===== src/rtl/pcie_msgq_pkg.sv =====
// ---------------------------------------------------------------------------
// pcie_msgq_pkg
// Shared definitions for the assembled-message queue controller:
//   - allocation FSM state encoding
//   - pointer-width derivation (offset bits plus one wrap bit)
//   - bit offsets of the fields packed into o_err_status
//   - base bit of the optional overflow interrupt bits (PCIE_MSGQ_OVF_INTR_EN)
// No ports; imported by pcie_msg_queue_ctrl and pcie_msgq_ring_ptr.
// ---------------------------------------------------------------------------
package pcie_msgq_pkg;

    typedef enum logic [1:0] {
        ST_IDLE  = 2'd0,
        ST_CHECK = 2'd1,
        ST_RESP  = 2'd2
    } msgq_state_e;

    // Overflow (rejected allocation) status bits start here in Q_INTR_STATUS
    localparam int MSGQ_OVF_BIT_BASE = 16;

    // o_err_status field layout
    localparam int ERR_REJ_CNT_LSB = 0;
    localparam int ERR_BAD_CNT_LSB = 8;
    localparam int ERR_REJ_TAG_LSB = 16;
    localparam int ERR_CNT_W       = 8;
    localparam int ERR_TAG_W       = 4;

    // Ring pointers carry one extra MSB so that full and empty differ
    function automatic int msgq_ptr_width(input int depth);
        return $clog2(depth) + 1;
    endfunction

endpackage


===== src/rtl/pcie_msgq_ring_ptr.sv =====
// ---------------------------------------------------------------------------
// pcie_msgq_ring_ptr
// Write/read pointer pair for a single message queue ring.
// Ports:
//   clk, rst_n   clock, synchronous active-low reset
//   adv_en       advance wptr by adv_len this cycle (granted allocation)
//   adv_len      beats to advance (never exceeds free space when granted)
//   rptr_wr      software read-pointer write strobe for this queue
//   rptr_val     proposed read pointer including wrap bit
//   wptr         current write pointer including wrap bit
//   free         free beats in the ring, Q_DEPTH - occupancy
//   rptr_bad     rptr_wr seen with a value outside the occupied window
// ---------------------------------------------------------------------------
module pcie_msgq_ring_ptr
    import pcie_msgq_pkg::*;
#(
    parameter int Q_DEPTH = 64,
    parameter int PW      = msgq_ptr_width(Q_DEPTH)
) (
    input  logic          clk,
    input  logic          rst_n,
    input  logic          adv_en,
    input  logic [PW-1:0] adv_len,
    input  logic          rptr_wr,
    input  logic [PW-1:0] rptr_val,
    output logic [PW-1:0] wptr,
    output logic [PW-1:0] free,
    output logic          rptr_bad
);

    logic [PW-1:0] rptr;
    logic [PW-1:0] occ;
    logic [PW-1:0] rptr_delta;
    logic          rptr_ok;

    // Modulo-2**PW arithmetic makes the wrap bit fall out naturally.
    // A new rptr may only move forward, and never past wptr.
    always_comb begin
        occ        = wptr - rptr;
        free       = PW'(Q_DEPTH) - occ;
        rptr_delta = rptr_val - rptr;
        rptr_ok    = (rptr_delta <= occ);
        rptr_bad   = rptr_wr && !rptr_ok;
    end

    // Grant advance and software drain are independent and may both land
    // in the same cycle.
    always_ff @(posedge clk) begin
        if (!rst_n) begin
            wptr <= '0;
            rptr <= '0;
        end else begin
            if (adv_en) begin
                wptr <= wptr + adv_len;
            end
            if (rptr_wr && rptr_ok) begin
                rptr <= rptr_val;
            end
        end
    end

endmodule


===== src/rtl/pcie_msg_queue_ctrl.sv =====
// ---------------------------------------------------------------------------
// pcie_msg_queue_ctrl
// Ring-buffer space allocator for the assembled-message SRAM region, one ring
// per queue tag, plus completion interrupts and software read-pointer writes.
// Optional feature macro: PCIE_MSGQ_OVF_INTR_EN -- a rejected allocation with
// a valid tag also sets intr_status[16+tag] (requires NUM_Q <= 16).
// Ports:
//   clk, rst_n                         clock, synchronous active-low reset
//   i_alloc_req/tag/len                allocation request (held until ack)
//   o_alloc_ready                      FSM idle, request will be sampled
//   o_alloc_ack/ok/addr                one-cycle response, grant flag, address
//   i_done, i_done_tag                 message completion pulse
//   i_rptr_wr/q/val                    software read-pointer write
//   i_wptr_sel, o_q_data_wptr          Q_DATA_WPTR readback (1-cycle latency)
//   o_q_init_addr                      Q_INIT_ADDR per queue, q*32 slice
//   i_intr_clear, o_intr_status        Q_INTR_CLEAR (W1C) / Q_INTR_STATUS
//   o_err_status                       reject count, bad-rptr count, last tag
//   o_msg_interrupt                    registered OR of o_intr_status
// ---------------------------------------------------------------------------
module pcie_msg_queue_ctrl
    import pcie_msgq_pkg::*;
#(
    parameter int NUM_Q      = 15,
    parameter int Q_DEPTH    = 64,
    parameter int ADDR_WIDTH = 10,
    parameter int LEN_WIDTH  = 12,
    localparam int PW        = msgq_ptr_width(Q_DEPTH)
) (
    input  logic                  clk,
    input  logic                  rst_n,
    input  logic                  i_alloc_req,
    input  logic [3:0]            i_alloc_tag,
    input  logic [LEN_WIDTH-1:0]  i_alloc_len,
    output logic                  o_alloc_ready,
    output logic                  o_alloc_ack,
    output logic                  o_alloc_ok,
    output logic [ADDR_WIDTH-1:0] o_alloc_addr,
    input  logic                  i_done,
    input  logic [3:0]            i_done_tag,
    input  logic                  i_rptr_wr,
    input  logic [3:0]            i_rptr_q,
    input  logic [PW-1:0]         i_rptr_val,
    input  logic [3:0]            i_wptr_sel,
    output logic [31:0]           o_q_data_wptr,
    output logic [NUM_Q*32-1:0]   o_q_init_addr,
    input  logic [31:0]           i_intr_clear,
    output logic [31:0]           o_intr_status,
    output logic [31:0]           o_err_status,
    output logic                  o_msg_interrupt
);

    localparam logic [4:0] NUM_Q_LIM = 5'(NUM_Q);

    msgq_state_e           state;
    logic [3:0]            tag_q;
    logic [LEN_WIDTH-1:0]  len_q;

    logic [PW-1:0]         wptr_arr [NUM_Q];
    logic [PW-1:0]         free_arr [NUM_Q];
    logic [NUM_Q-1:0]      bad_arr;

    logic [PW-1:0]         sel_wptr;
    logic [PW-1:0]         sel_free;
    logic [ADDR_WIDTH-1:0] sel_base;
    logic [PW-1:0]         rd_wptr;
    logic                  tag_valid;
    logic                  reject;
    logic                  grant;
    logic                  rptr_bad_any;
    logic [31:0]           set_vec;

    logic [ERR_CNT_W-1:0]  rej_cnt;
    logic [ERR_CNT_W-1:0]  bad_cnt;
    logic [ERR_TAG_W-1:0]  rej_tag;

    assign o_alloc_ready = (state == ST_IDLE);

    // One ring per queue; Q_INIT_ADDR is a constant base per queue
    for (genvar q = 0; q < NUM_Q; q++) begin : g_ring
        pcie_msgq_ring_ptr #(
            .Q_DEPTH (Q_DEPTH),
            .PW      (PW)
        ) u_ring (
            .clk      (clk),
            .rst_n    (rst_n),
            .adv_en   (grant && (tag_q == 4'(q))),
            .adv_len  (len_q[PW-1:0]),
            .rptr_wr  (i_rptr_wr && (i_rptr_q == 4'(q))),
            .rptr_val (i_rptr_val),
            .wptr     (wptr_arr[q]),
            .free     (free_arr[q]),
            .rptr_bad (bad_arr[q])
        );
        assign o_q_init_addr[q*32 +: 32] = 32'(q * Q_DEPTH);
    end

    // Select the latched tag's ring state; an out-of-range tag selects
    // nothing and is rejected anyway
    always_comb begin
        sel_wptr = '0;
        sel_free = '0;
        sel_base = '0;
        for (int q = 0; q < NUM_Q; q++) begin
            if (tag_q == 4'(q)) begin
                sel_wptr = wptr_arr[q];
                sel_free = free_arr[q];
                sel_base = ADDR_WIDTH'(q * Q_DEPTH);
            end
        end
    end

    // Free space is sampled from the pre-update rptr, so a concurrent
    // software drain can only make this decision more conservative
    always_comb begin
        tag_valid = ({1'b0, tag_q} < NUM_Q_LIM);
        reject    = !tag_valid || (len_q == '0) ||
                    (len_q > LEN_WIDTH'(sel_free));
        grant     = (state == ST_CHECK) && !reject;
    end

    // Allocation FSM. The ring advances on the CHECK->RESP edge, the same
    // edge that registers the ack, so wptr already reflects the grant while
    // the ack is visible. A request dropped early is still completed.
    always_ff @(posedge clk) begin
        if (!rst_n) begin
            state        <= ST_IDLE;
            tag_q        <= '0;
            len_q        <= '0;
            o_alloc_ack  <= 1'b0;
            o_alloc_ok   <= 1'b0;
            o_alloc_addr <= '0;
        end else begin
            o_alloc_ack <= 1'b0;
            case (state)
                ST_IDLE: begin
                    if (i_alloc_req) begin
                        tag_q <= i_alloc_tag;
                        len_q <= i_alloc_len;
                        state <= ST_CHECK;
                    end
                end
                ST_CHECK: begin
                    state       <= ST_RESP;
                    o_alloc_ack <= 1'b1;
                    o_alloc_ok  <= !reject;
                    if (reject) begin
                        o_alloc_addr <= '0;
                    end else begin
                        o_alloc_addr <= sel_base + ADDR_WIDTH'(sel_wptr[PW-2:0]);
                    end
                end
                ST_RESP: begin
                    state        <= ST_IDLE;
                    o_alloc_ok   <= 1'b0;
                    o_alloc_addr <= '0;
                end
                default: begin
                    state <= ST_IDLE;
                end
            endcase
        end
    end

    // Writes to a nonexistent queue count as bad just like out-of-window ones
    always_comb begin
        rptr_bad_any = (|bad_arr) ||
                       (i_rptr_wr && !({1'b0, i_rptr_q} < NUM_Q_LIM));
    end

    // Saturating error counters and the tag of the most recent reject
    always_ff @(posedge clk) begin
        if (!rst_n) begin
            rej_cnt <= '0;
            bad_cnt <= '0;
            rej_tag <= '0;
        end else begin
            if ((state == ST_CHECK) && reject) begin
                rej_tag <= tag_q;
                if (rej_cnt != '1) begin
                    rej_cnt <= rej_cnt + 1'b1;
                end
            end
            if (rptr_bad_any && (bad_cnt != '1)) begin
                bad_cnt <= bad_cnt + 1'b1;
            end
        end
    end

    always_comb begin
        o_err_status = '0;
        o_err_status[ERR_REJ_CNT_LSB +: ERR_CNT_W] = rej_cnt;
        o_err_status[ERR_BAD_CNT_LSB +: ERR_CNT_W] = bad_cnt;
        o_err_status[ERR_REJ_TAG_LSB +: ERR_TAG_W] = rej_tag;
    end

    // Status set sources. Only in-range bits are ever set, so unused
    // status bits stay 0 without an explicit mask.
    always_comb begin
        set_vec = '0;
        for (int q = 0; q < NUM_Q; q++) begin
            if (i_done && (i_done_tag == 4'(q))) begin
                set_vec[q] = 1'b1;
            end
`ifdef PCIE_MSGQ_OVF_INTR_EN
            if ((state == ST_CHECK) && reject && (tag_q == 4'(q))) begin
                set_vec[MSGQ_OVF_BIT_BASE + q] = 1'b1;
            end
`endif
        end
    end

    // W1C status with set taking priority; the interrupt line lags by one
    always_ff @(posedge clk) begin
        if (!rst_n) begin
            o_intr_status   <= '0;
            o_msg_interrupt <= 1'b0;
        end else begin
            o_intr_status   <= (o_intr_status & ~i_intr_clear) | set_vec;
            o_msg_interrupt <= |o_intr_status;
        end
    end

    // Q_DATA_WPTR readback mux; unknown queues read 0
    always_comb begin
        rd_wptr = '0;
        for (int q = 0; q < NUM_Q; q++) begin
            if (i_wptr_sel == 4'(q)) begin
                rd_wptr = wptr_arr[q];
            end
        end
    end

    always_ff @(posedge clk) begin
        if (!rst_n) begin
            o_q_data_wptr <= '0;
        end else begin
            o_q_data_wptr <= 32'(rd_wptr);
        end
    end

endmodule


===== config.mk =====
export PLATFORM = sky130hd
export DESIGN_NAME = pcie_msg_queue_ctrl
export DESIGN_NICKNAME = d
export VERILOG_FILES = /design/src/rtl/pcie_msgq_pkg.sv /design/src/rtl/pcie_msgq_ring_ptr.sv /design/src/rtl/pcie_msg_queue_ctrl.sv
export SDC_FILE = /design/constraint.sdc
export NUM_CORES = 1
export LEC_CHECK = 0
export BUFFER_PORTS_ARGS = -buffer_cell sky130_fd_sc_hd__clkbuf_2
export CAP_MARGIN = 30
export CORE_UTILIZATION = 40
export CTS_CLUSTER_SIZE = 14
export DETAILED_ROUTE_END_ITERATION = 10
export GPL_TIMING_DRIVEN = 0
export PLACE_DENSITY = 0.73
export SKIP_LAST_GASP = 1
export SLEW_MARGIN = 20
export SYNTH_ARGS = -nofsm -noshare
export SYNTH_HDL_FRONTEND = slang
export SYNTH_SLANG_ARGS = --single-unit

===== constraint.sdc =====
create_clock -name clk -period 7.2 [get_ports clk]
set_input_delay 0.72 -clock clk [delete_from_list [all_inputs] [get_ports clk]]
set_output_delay 0.72 -clock clk [all_outputs]
set_load 0.01 [all_outputs]

== Word level (Yosys, flattened, before mapping) ==
Cells that the tools add are included.

* Add/subtract/negate cells: 63
* $mul: 0
* Div/mod/pow operators: 0
* Magnitude comparators: 18
* Equal/unequal tests: 61
* Shifts and indexed selects: 0
* Multiplexer cells: 80
* Bitwise gates (word level): 3
* Reduce and logical (&&, ||, !) cells: 111

{| class="wikitable"
|+ Operators with widths
! operator !! count
|-
| $mux 7 || 31
|-
| $sub 7x7->7 || 30
|-
| $mux 10 || 14
|-
| $eq 4x4->1 const B || 28
|-
| $add 7x7->7 || 15
|-
| $le 7x7->1 || 15
|-
| $sub 7x7->7 const A || 15
|-
| $mux 6 || 15
|-
| $logic_and 1x1->1 || 79
|-
| $eq 4x3->1 const B || 16
|-
| $and 32x32->32 || 1
|-
| $eq 4x2->1 const B || 8
|-
| $not 32->32 || 1
|-
| $or 32x15->32 || 1
|-
| $reduce_or 32->1 || 1
|-
| $pmux 10 s2 || 1
|-
| $logic_not 1->1 || 18
|-
| $add 8x1->8 const B || 2
|-
| $eq 4x1->1 const B || 4
|-
| $logic_not 4->1 || 4
|-
| $mux 1 || 16
|-
| $ne 8x8->1 const B || 2
|-
| $reduce_or 15->1 || 1
|-
| $gt 12x7->1 || 1
|-
| 13 further kinds || 17
|}

* Flip-flop bits (word level): 325
* Bits in latches: 0
* RAM bits: 0
* Memory bits (read-only): 0
* Input port bits: 72
* Output and inout bits: 590
* Memories kept: 0

== Longest topological paths before layout ==
Gate-level depths: netlist of the first run.

* Depth in word-level cells: 22
* Depth in mapped cells: 26

== Hierarchy ==
A second synthesis of the first run with hierarchy kept.

* Cells, all modules: 4320
* Area total of the unflattened synthesis: 35745.5 µm²

{| class="wikitable"
|+ By module, submodules not included
! module !! times used !! cells each !! area an instance (µm²) !! sequential area each (µm²)
|-
| pcie_msgq_ring_ptr (g_ring[0].u_ring ...) || 8 || 193 || 1672.9 || 280.3
|-
| pcie_msg_queue_ctrl || 1 || 1433 || 10857.9 || 1801.7
|-
| pcie_msgq_ring_ptr (g_ring[10].u_ring ...) || 4 || 191 || 1669.1 || 280.3
|-
| pcie_msgq_ring_ptr (g_ring[8].u_ring) || 1 || 192 || 1630.3 || 280.3
|-
| pcie_msgq_ring_ptr (g_ring[7].u_ring) || 1 || 193 || 1627.8 || 280.3
|-
| pcie_msgq_ring_ptr (g_ring[9].u_ring) || 1 || 194 || 1570.3 || 280.3
|}

== Worst setup path after synthesis of the first run ==
OpenSTA, ideal clock, no wires.

* Kind: input to register
* Start: input port i_rptr_val[0]
* End: register bad_cnt[7]
* Arrival: 4.943 ns
* Data required time: 7.130 ns
* Setup slack: 2.187 ns
* Cell stages on the path: 22
* Path buffers: 3
* Cell sequence: buf_6 -> buf_6 -> inv_1 -> clkbuf_1 -> ha_1 -> inv_1 -> fa_1 -> a21o_1 -> a21oi_1 -> o21bai_1 -> a21oi_1 -> xnor2_1 -> ha_1 -> and3_1 -> nand2_1 -> o21ai_0 -> o21ai_0 -> o221a_2 -> o311ai_1 -> o21ai_2 -> or4_1 -> a21oi_1

* Longest elaborated chain between the ends: 7
* Elaborated cells on any way between the ends: 63

{| class="wikitable"
|+ RTL lines
! what !! RTL line !! text
|-
| start: declaration || pcie_msg_queue_ctrl.sv:42 || <nowiki>input logic [PW-1:0] i_rptr_val,</nowiki>
|-
| $sub 7x7->7 || pcie_msgq_ring_ptr.sv:41 || <nowiki>rptr_delta = rptr_val - rptr;</nowiki>
|-
| $le 7x7->1 || pcie_msgq_ring_ptr.sv:42 || <nowiki>rptr_ok = (rptr_delta <= occ);</nowiki>
|-
| $logic_not 1->1 || pcie_msgq_ring_ptr.sv:43 || <nowiki>rptr_bad = rptr_wr && !rptr_ok;</nowiki>
|-
| $logic_and 1x1->1 || pcie_msgq_ring_ptr.sv:43 ||
|-
| $reduce_or 15->1 (*) || pcie_msg_queue_ctrl.sv:166 || <nowiki>rptr_bad_any = (|bad_arr) ||</nowiki>
|-
| $logic_or 1x1->1 (*) || pcie_msg_queue_ctrl.sv:166 ||
|-
| $logic_and 1x1->1 (*) || pcie_msg_queue_ctrl.sv:183 || <nowiki>if (rptr_bad_any && (bad_cnt != '1)) begin</nowiki>
|-
| end signal: assignment || pcie_msg_queue_ctrl.sv:184 || <nowiki>bad_cnt <= bad_cnt + 1'b1;</nowiki>
|-
| end: declaration || pcie_msg_queue_ctrl.sv:73 || <nowiki>logic [ERR_CNT_W-1:0] bad_cnt;</nowiki>
|}

Every way passes the cells marked *; elsewhere a longest branch is shown, timed or not.
A chain may end at the register's enable or synchronous reset.

== Worst setup path after layout of the first run ==
* Start: register g_ring[4].u_ring.wptr[4]
* End: register g_ring[9].u_ring.wptr[6]

* Longest elaborated chain between the ends: 18

{| class="wikitable"
|+ RTL lines
! what !! RTL line !! text
|-
| start: declaration || pcie_msgq_ring_ptr.sv:26 || <nowiki>output logic [PW-1:0] wptr,</nowiki>
|-
| start signal: assignment || pcie_msgq_ring_ptr.sv:54 || <nowiki>wptr <= wptr + adv_len;</nowiki>
|-
| $sub 7x7->7 || pcie_msgq_ring_ptr.sv:39 || <nowiki>occ = wptr - rptr;</nowiki>
|-
| $sub 7x7->7 || pcie_msgq_ring_ptr.sv:40 || <nowiki>free = PW'(Q_DEPTH) - occ;</nowiki>
|-
| $mux 7 (11 in a row) || pcie_msg_queue_ctrl.sv:104 || <nowiki>if (tag_q == 4'(q)) begin</nowiki>
|-
| $gt 12x7->1 || pcie_msg_queue_ctrl.sv:117 || <nowiki>(len_q > LEN_WIDTH'(sel_free));</nowiki>
|-
| $logic_or 1x1->1 || pcie_msg_queue_ctrl.sv:116 || <nowiki>reject = !tag_valid || (len_q == '0) ||</nowiki>
|-
| $logic_not 1->1 || pcie_msg_queue_ctrl.sv:118 || <nowiki>grant = (state == ST_CHECK) && !reject;</nowiki>
|-
| $logic_and 1x1->1 || pcie_msg_queue_ctrl.sv:118 ||
|-
| $logic_and 1x1->1 || pcie_msg_queue_ctrl.sv:86 || <nowiki>.adv_en (grant && (tag_q == 4'(q))),</nowiki>
|-
| end signal: assignment || pcie_msgq_ring_ptr.sv:54 ||
|-
| end: declaration || pcie_msgq_ring_ptr.sv:26 ||
|}

Every way passes these cells.

==> results.sh, run 1 <==
export IMPL_instances_no_fill=5652
export IMPL_post_route_cell_area_um2=36900
export IMPL_num_vias=29022
export IMPL_clockRootBuffer="clkbuf_16"
export IMPL_die_width_um=282
export IMPL_rsz0062_at_grt="false"
export IMPL_regArea_um2=6010
export IMPL_synth_area_top_cells="dfxtp_1 (19%), ha_1 (16%), buf_4 (12%)"
export IMPL_grt_pass1_wl_um=162000
export IMPL_postSynthCellCount=3868
export IMPL_finalNetCount=5085
export IMPL_cts_resized=0
export IMPL_slew_headroom_pct=27.3
export IMPL_place_ws_ns=0.884
export IMPL_ys_seq_area_share_pct=19.1
export IMPL_vdd_ir_drop_worst_mv=0.205
export IMPL_setup_violations=0
export IMPL_p_per_area_nw_per_um2=146
export IMPL_clk_pin_slew_ns=0.06
export IMPL_synth_top_area_cell="dfxtp_1"
export IMPL_area_growth_pct=17.6
export IMPL_drive_gt1_share_pct=17.8
export IMPL_clock_latency_ns=0.59
export IMPL_die_h_um=282
export IMPL_grt_usage_pct=27.3
export IMPL_leakage_nw=17.9
export IMPL_fillers=7549
export IMPL_skew_ns=0.0230
export IMPL_critPathMaxFanout=10
export IMPL_viasPerCell=5.13
export IMPL_final_util_pct=47.6
export IMPL_totalWireLength_um=113000
export IMPL_cts_tree="yes"
export IMPL_grt_ovfl_total=0
export IMPL_antenna_found_initial=9
export IMPL_tightest_slew_ns=1.09
export IMPL_top_level_ports=662
export IMPL_setup_slack_ns=0.545
export IMPL_hold_buffers=0
export IMPL_dieArea_um2=79500
export IMPL_period_minus_slack_ns=6.65
export IMPL_grt_pass1_vias=25934
export IMPL_multi_input_area_um2=21800
export IMPL_hp_class="input port to register"
export IMPL_synth_top_area_share_pct=19.1
export IMPL_crit_path_start_kind="register"
export IMPL_max_freq_mhz=150
export IMPL_hold_slack_ns=0.285
export IMPL_cp_required_ns=7.66
export IMPL_cp_arrival_ns=7.11
export IMPL_ys_types=84
export IMPL_ys_top_cells_by_count="buf_4 (519), ha_1 (393), dfxtp_1 (300)"
export IMPL_synthArstFlopShare_pct=0
export IMPL_hold_viol_final=0
export IMPL_htreeDepth=2
export IMPL_critPathKind="register to register"
export IMPL_yosys_warnings=0
export IMPL_place_gp_congestion=1.09
export IMPL_dr_pass1_iters=5
export IMPL_numCtsBuffers=40
export IMPL_grt_max_degree=25
export IMPL_slew_violations=0
export IMPL_fin_crit_sh_pct=92.4
export IMPL_synthesis_area_um2=31400
export IMPL_placed_area_um2=35400
export IMPL_core_um2=77500
export IMPL_outcome="finished, final reports clean"
export IMPL_dp_hpwl_um=89700
export IMPL_numPortBuffers=140
export IMPL_drc=0
export IMPL_initialDrtViolationCount=2601
export IMPL_drv_cap=0
export IMPL_endpoint_kind="register"
export IMPL_ant_nets=0
export IMPL_numPlacedInstances=5571
export IMPL_initial_core_util_pct=40.5
export IMPL_cts_sinks=300
export IMPL_cts_setup_buffers=0
export IMPL_ys_flop_type="dfxtp_1"
export IMPL_wire_per_inst_um=20.0
export IMPL_synth_edf_count=0
export IMPL_ys_ff_latch=300
export IMPL_row_count=102
export IMPL_synth_avg_cell_area_um2=8.11
export IMPL_cts_path_max_buffers=3
export IMPL_synth_most_common_cell="buf_4"
==> registers in the layout, indices dropped and copies added (netlist names) <==
signal / cells
len_q: 12
rej_tag: 4
rej_cnt: 8
o_msg_interrupt: 1
g_ring.u_ring.wptr: 105
tag_q: 4
o_alloc_ok: 1
o_alloc_addr: 10
o_alloc_ack: 1
o_q_data_wptr: 7
g_ring.u_ring.rptr: 105
bad_cnt: 8
state: 2
o_intr_status: 32
==> worst max-delay path, cell delays in order (launching register included) <==
cell	delay, ns
dfxtp_1	0.68
ha_1	0.38
nor2b_1	0.16
a221o_1	0.32
a211oi_1	0.57
nor3b_2	0.30
xnor2_1	0.15
a21oi_1	0.11
and4_1	0.33
o311ai_1	0.77
a22oi_1	0.32
ha_1	0.38
nand4_1	0.13
nand2_1	0.07
a21oi_1	0.32
nand3b_4	0.34
clkbuf_1	0.76
nor3_1	0.15
nand3b_1	0.14
o21ai_0	0.10
==> cell type report <==
class,count,share of cell area [%]
Antenna cell,6,0.0407
Buffer,638,12.0
Clock buffer,49,2.94
Clock inverter,24,0.875
Inverter,276,2.81
Multi-Input combinational cell,3169,59.2
Sequential cell,300,16.3
Tap cell,1040,3.53
Timing Repair Buffer,150,2.24
==> kinds of logic after synthesis <==
family	count (synthesis)	share of synthesized area (%)
AND/OR/NAND/NOR	937	14.8
other	2	0.0239
multiplexers	122	4.15
AO/OA/AOI/OAI	827	16.8
XOR/XNOR	328	9.16
flip-flops	300	19.1
adder cells (fa/ha/maj)	438	18.5
buffers and inverters	914	17.4
==> layer usage <==
layer	routed length [µm]	track usage (%)
met1	45200	34.4
met2	50800	43.8
met3	9800	4.34
met4	7350	16.4
met5	46	0
==> path summary, 6_finish.rpt <==
path	slack [ns]	start	end	cells after the start
max	0.55	g_ring[4].u_ring.wptr[4]	g_ring[9].u_ring.wptr[6]	19
min	0.28	i_intr_clear[19]	o_intr_status[19]	2
max reg2reg	0.55	g_ring[4].u_ring.wptr[4]	g_ring[9].u_ring.wptr[6]	19
min reg2reg	0.45	len_q[9]	len_q[9]	2
==> where the power goes <==
group | total [mW] | switching [mW] | internal (mW)
registers | 1.73 | 0.0469 | 1.68
logic | 1.50 | 0.896 | 0.604
clock network | 2.17 | 0.871 | 1.30
total | 5.40 | 1.81 | 3.58
==> stage by stage <==
step                total power [mW]  TNS (ns)
floorplan                       2.81         0
detailed placement              3.21         0
CTS                             5.36         0
finish                          5.40         0
global placement                3.18     -1.86
global route                    5.60         0
==> layout by cell type, fill, tap and decap left out, drive strengths merged, types with 10 or more instances in the layout <==
master	count
nor4	18
a22oi	37
clkbuf	278
or4	18
nand2	202
nor3b	31
a211oi	21
nor3	62
a21oi	248
nor2b	49
o211ai	10
ha	393
a21o	140
nor2	273
o21a	18
clkinv	15
o21ai	169
nand2b	52
xnor2	202
buf	559
inv	276
dfxtp	300
a31oi	10
fa	45
nand3b	20
and3	19
conb	517
o21bai	33
mux2i	112
o22ai	30
a221oi	16
xor2	126
nand3	142
o31ai	42
nand4	16
Power figures use the tool's default switching activity.
==> run 2: changes to the inputs <==
- CORE_MARGIN: unset -> 5
==> run 2 against run 1 <==
Power decreased by 2.5%. Core utilization decreased by 0.096 points. Largest power group unchanged. Final cell count about the same. Register-to-register slack improved by 0.31 ns. Via count increased by 0.37%. Die area increased by 5.8%.
==> results.sh, run 2 (same netlist as run 1, synthesis figures left out) <==
export IMPL_outcome="finished, final reports clean"
export IMPL_initialDrtViolationCount=2713
export IMPL_cp_arrival_ns=6.81
export IMPL_grt_ovfl_total=0
export IMPL_fin_crit_sh_pct=88.1
export IMPL_skew_ns=0.0433
export IMPL_finalNetCount=5092
export IMPL_row_count=102
export IMPL_cp_startpoint="g_ring[0].u_ring.wptr[0]"
export IMPL_htreeDepth=2
export IMPL_rsz0062_at_grt="false"
export IMPL_cts_path_max_buffers=3
export IMPL_max_freq_mhz=158
export IMPL_cp_cell_sequence="inv_1, ha_1, fa_1, xor2_1, nand3_1, nor3b_1, xnor2_1, a22oi_1, a31oi_1, nor3_1, a211oi_1, a211oi_1, ha_1, nand4_1, nand2_1, a21oi_1, nand3b_4, clkbuf_1, nor3_1, nand3b_1, o21ai_0"
export IMPL_cts_setup_buffers=0
export IMPL_vdd_ir_drop_worst_mv=0.184
export IMPL_numPlacedInstances=5576
export IMPL_slew_headroom_pct=24.3
export IMPL_area_growth_pct=17.5
export IMPL_cts_resized=0
export IMPL_num_vias=29129
export IMPL_layout_common_cells="buf_4 (521), conb_1 (517), ha_1 (393)"
export IMPL_place_ws_ns=0.875
export IMPL_clockRootBuffer="clkbuf_16"
export IMPL_regToRegSetupSlack_ns=0.86
export IMPL_dieArea_um2=84100
export IMPL_critPathKind="register to register"
export IMPL_top_level_ports=662
export IMPL_drc=0
export IMPL_dr_pass1_iters=6
export IMPL_reg2reg_depth=21
export IMPL_met2_usage_pct=43.6
export IMPL_critPathBufInv=2
export IMPL_slew_violations=0
export IMPL_core_um2=77600
export IMPL_numPortBuffers=140
export IMPL_crit_family="compound AO/OA/AOI/OAI gates"
export IMPL_p_per_area_nw_per_um2=143
export IMPL_drv_cap=0
export IMPL_crit_cells=21
export IMPL_totalWireLength_um=117000
export IMPL_leakage_nw=17.8
export IMPL_endpoint_kind="register"
export IMPL_initial_core_util_pct=40.4
export IMPL_die_h_um=290
export IMPL_hold_slack_ns=0.280
export IMPL_period_minus_slack_ns=6.34
export IMPL_final_common_cell="buf_4"
export IMPL_grt_max_degree=23
export IMPL_reg_top3="g_ring.u_ring.rptr x105, g_ring.u_ring.wptr x105, o_intr_status x32"
export IMPL_critPathMaxFanout=10
export IMPL_antenna_found_initial=6
export IMPL_multi_input_area_um2=21800
export IMPL_place_gp_congestion=1.04
export IMPL_fillers=7662
export IMPL_tightest_slew_ns=1.13
export IMPL_setup_violations=0
export IMPL_setup_slack_ns=0.858
export IMPL_clock_latency_ns=0.60
export IMPL_wire_per_inst_um=20.7
export IMPL_regArea_um2=6010
export IMPL_clk_pin_slew_ns=0.07
export IMPL_cts_tree="yes"
export IMPL_cp_required_ns=7.67
export IMPL_crit_slowest_cell="clkbuf_1"
export IMPL_worstSetupEndpoint="g_ring[2].u_ring.wptr[6]"
export IMPL_grt_busiest_layer="met2"
export IMPL_ant_nets=0
export IMPL_p_total_mw=5.26
export IMPL_hp_class="input port to register"
export IMPL_r2r_start="g_ring[0].u_ring.wptr[0]"
export IMPL_viasPerCell=5.15
export IMPL_instances_no_fill=5655
export IMPL_grt_util_met1_pct=32.5
export IMPL_hold_viol_final=0
export IMPL_crit_path_start_kind="register"
export IMPL_grt_pass1_wl_um=171000
export IMPL_grt_usage_pct=26.1
export IMPL_drive_gt1_share_pct=17.8
export IMPL_grt_pass1_vias=27259
export IMPL_slowest_delay_ns=0.77
export IMPL_met3_usage_pct=4.85
export IMPL_setup_tns_ns=0
export IMPL_die_width_um=290
export IMPL_dp_hpwl_um=94100
export IMPL_numCtsBuffers=39
export IMPL_cts_sinks=300
export IMPL_reg2reg_to="g_ring[2].u_ring.wptr[6]"
export IMPL_hold_buffers=0
## run 2: cell count changes in the layout (fill, tap and decap cells not counted), sizes merged
cell	before	now
inv	276	277
clkbuf	278	282
diode	6	3
buf	559	566
clkinvlp	3	6
clkinv	15	10
bufinv	6	2
## run 2: cell type report
class                   instances  share of cell area (%)
multi-input cells            3169                    59.3
flip-flops and latches        300                    16.3
plain buffers                 638                    12.0
well taps                    1040                    3.53
clock buffers                  52                    2.97
inverters                     276                    2.81
repair buffers                158                    2.53
clock inverters                19                   0.563
diodes                          3                  0.0204
## run 2: how the worst min path moves through the flow
stage	cells past startpoint	start	end	slack, ns
after floorplan	2	len_q[9]	len_q[9]	0.43
after global placement	2	len_q[9]	len_q[9]	0.44
after detailed placement	2	len_q[9]	len_q[9]	0.44
after CTS	2	i_intr_clear[21]	o_intr_status[21]	0.27
after global routing	2	i_intr_clear[25]	o_intr_status[25]	0.27
final	2	i_intr_clear[16]	o_intr_status[16]	0.28
## run 2: where the power goes
group,switching (mW),internal [mW],total (mW)
combinational,0.908,0.611,1.52
sequential,0.0486,1.68,1.73
clock,0.857,1.15,2.01
## run 2: layer usage
metal  wire [µm]  part of all wire [%]
met1       45700                    39
met2       53300                    46
met3       10600                   9.0
met4        7240                   6.2
met5          30                 0.026
## run 2: stage by stage
stage	util [%]	cell area, µm²
after global placement	45.5	35300
after detailed placement	45.8	35500
final	47.5	36900
after floorplan	-	33300
after global routing	47.5	36900
after CTS	47.4	36800
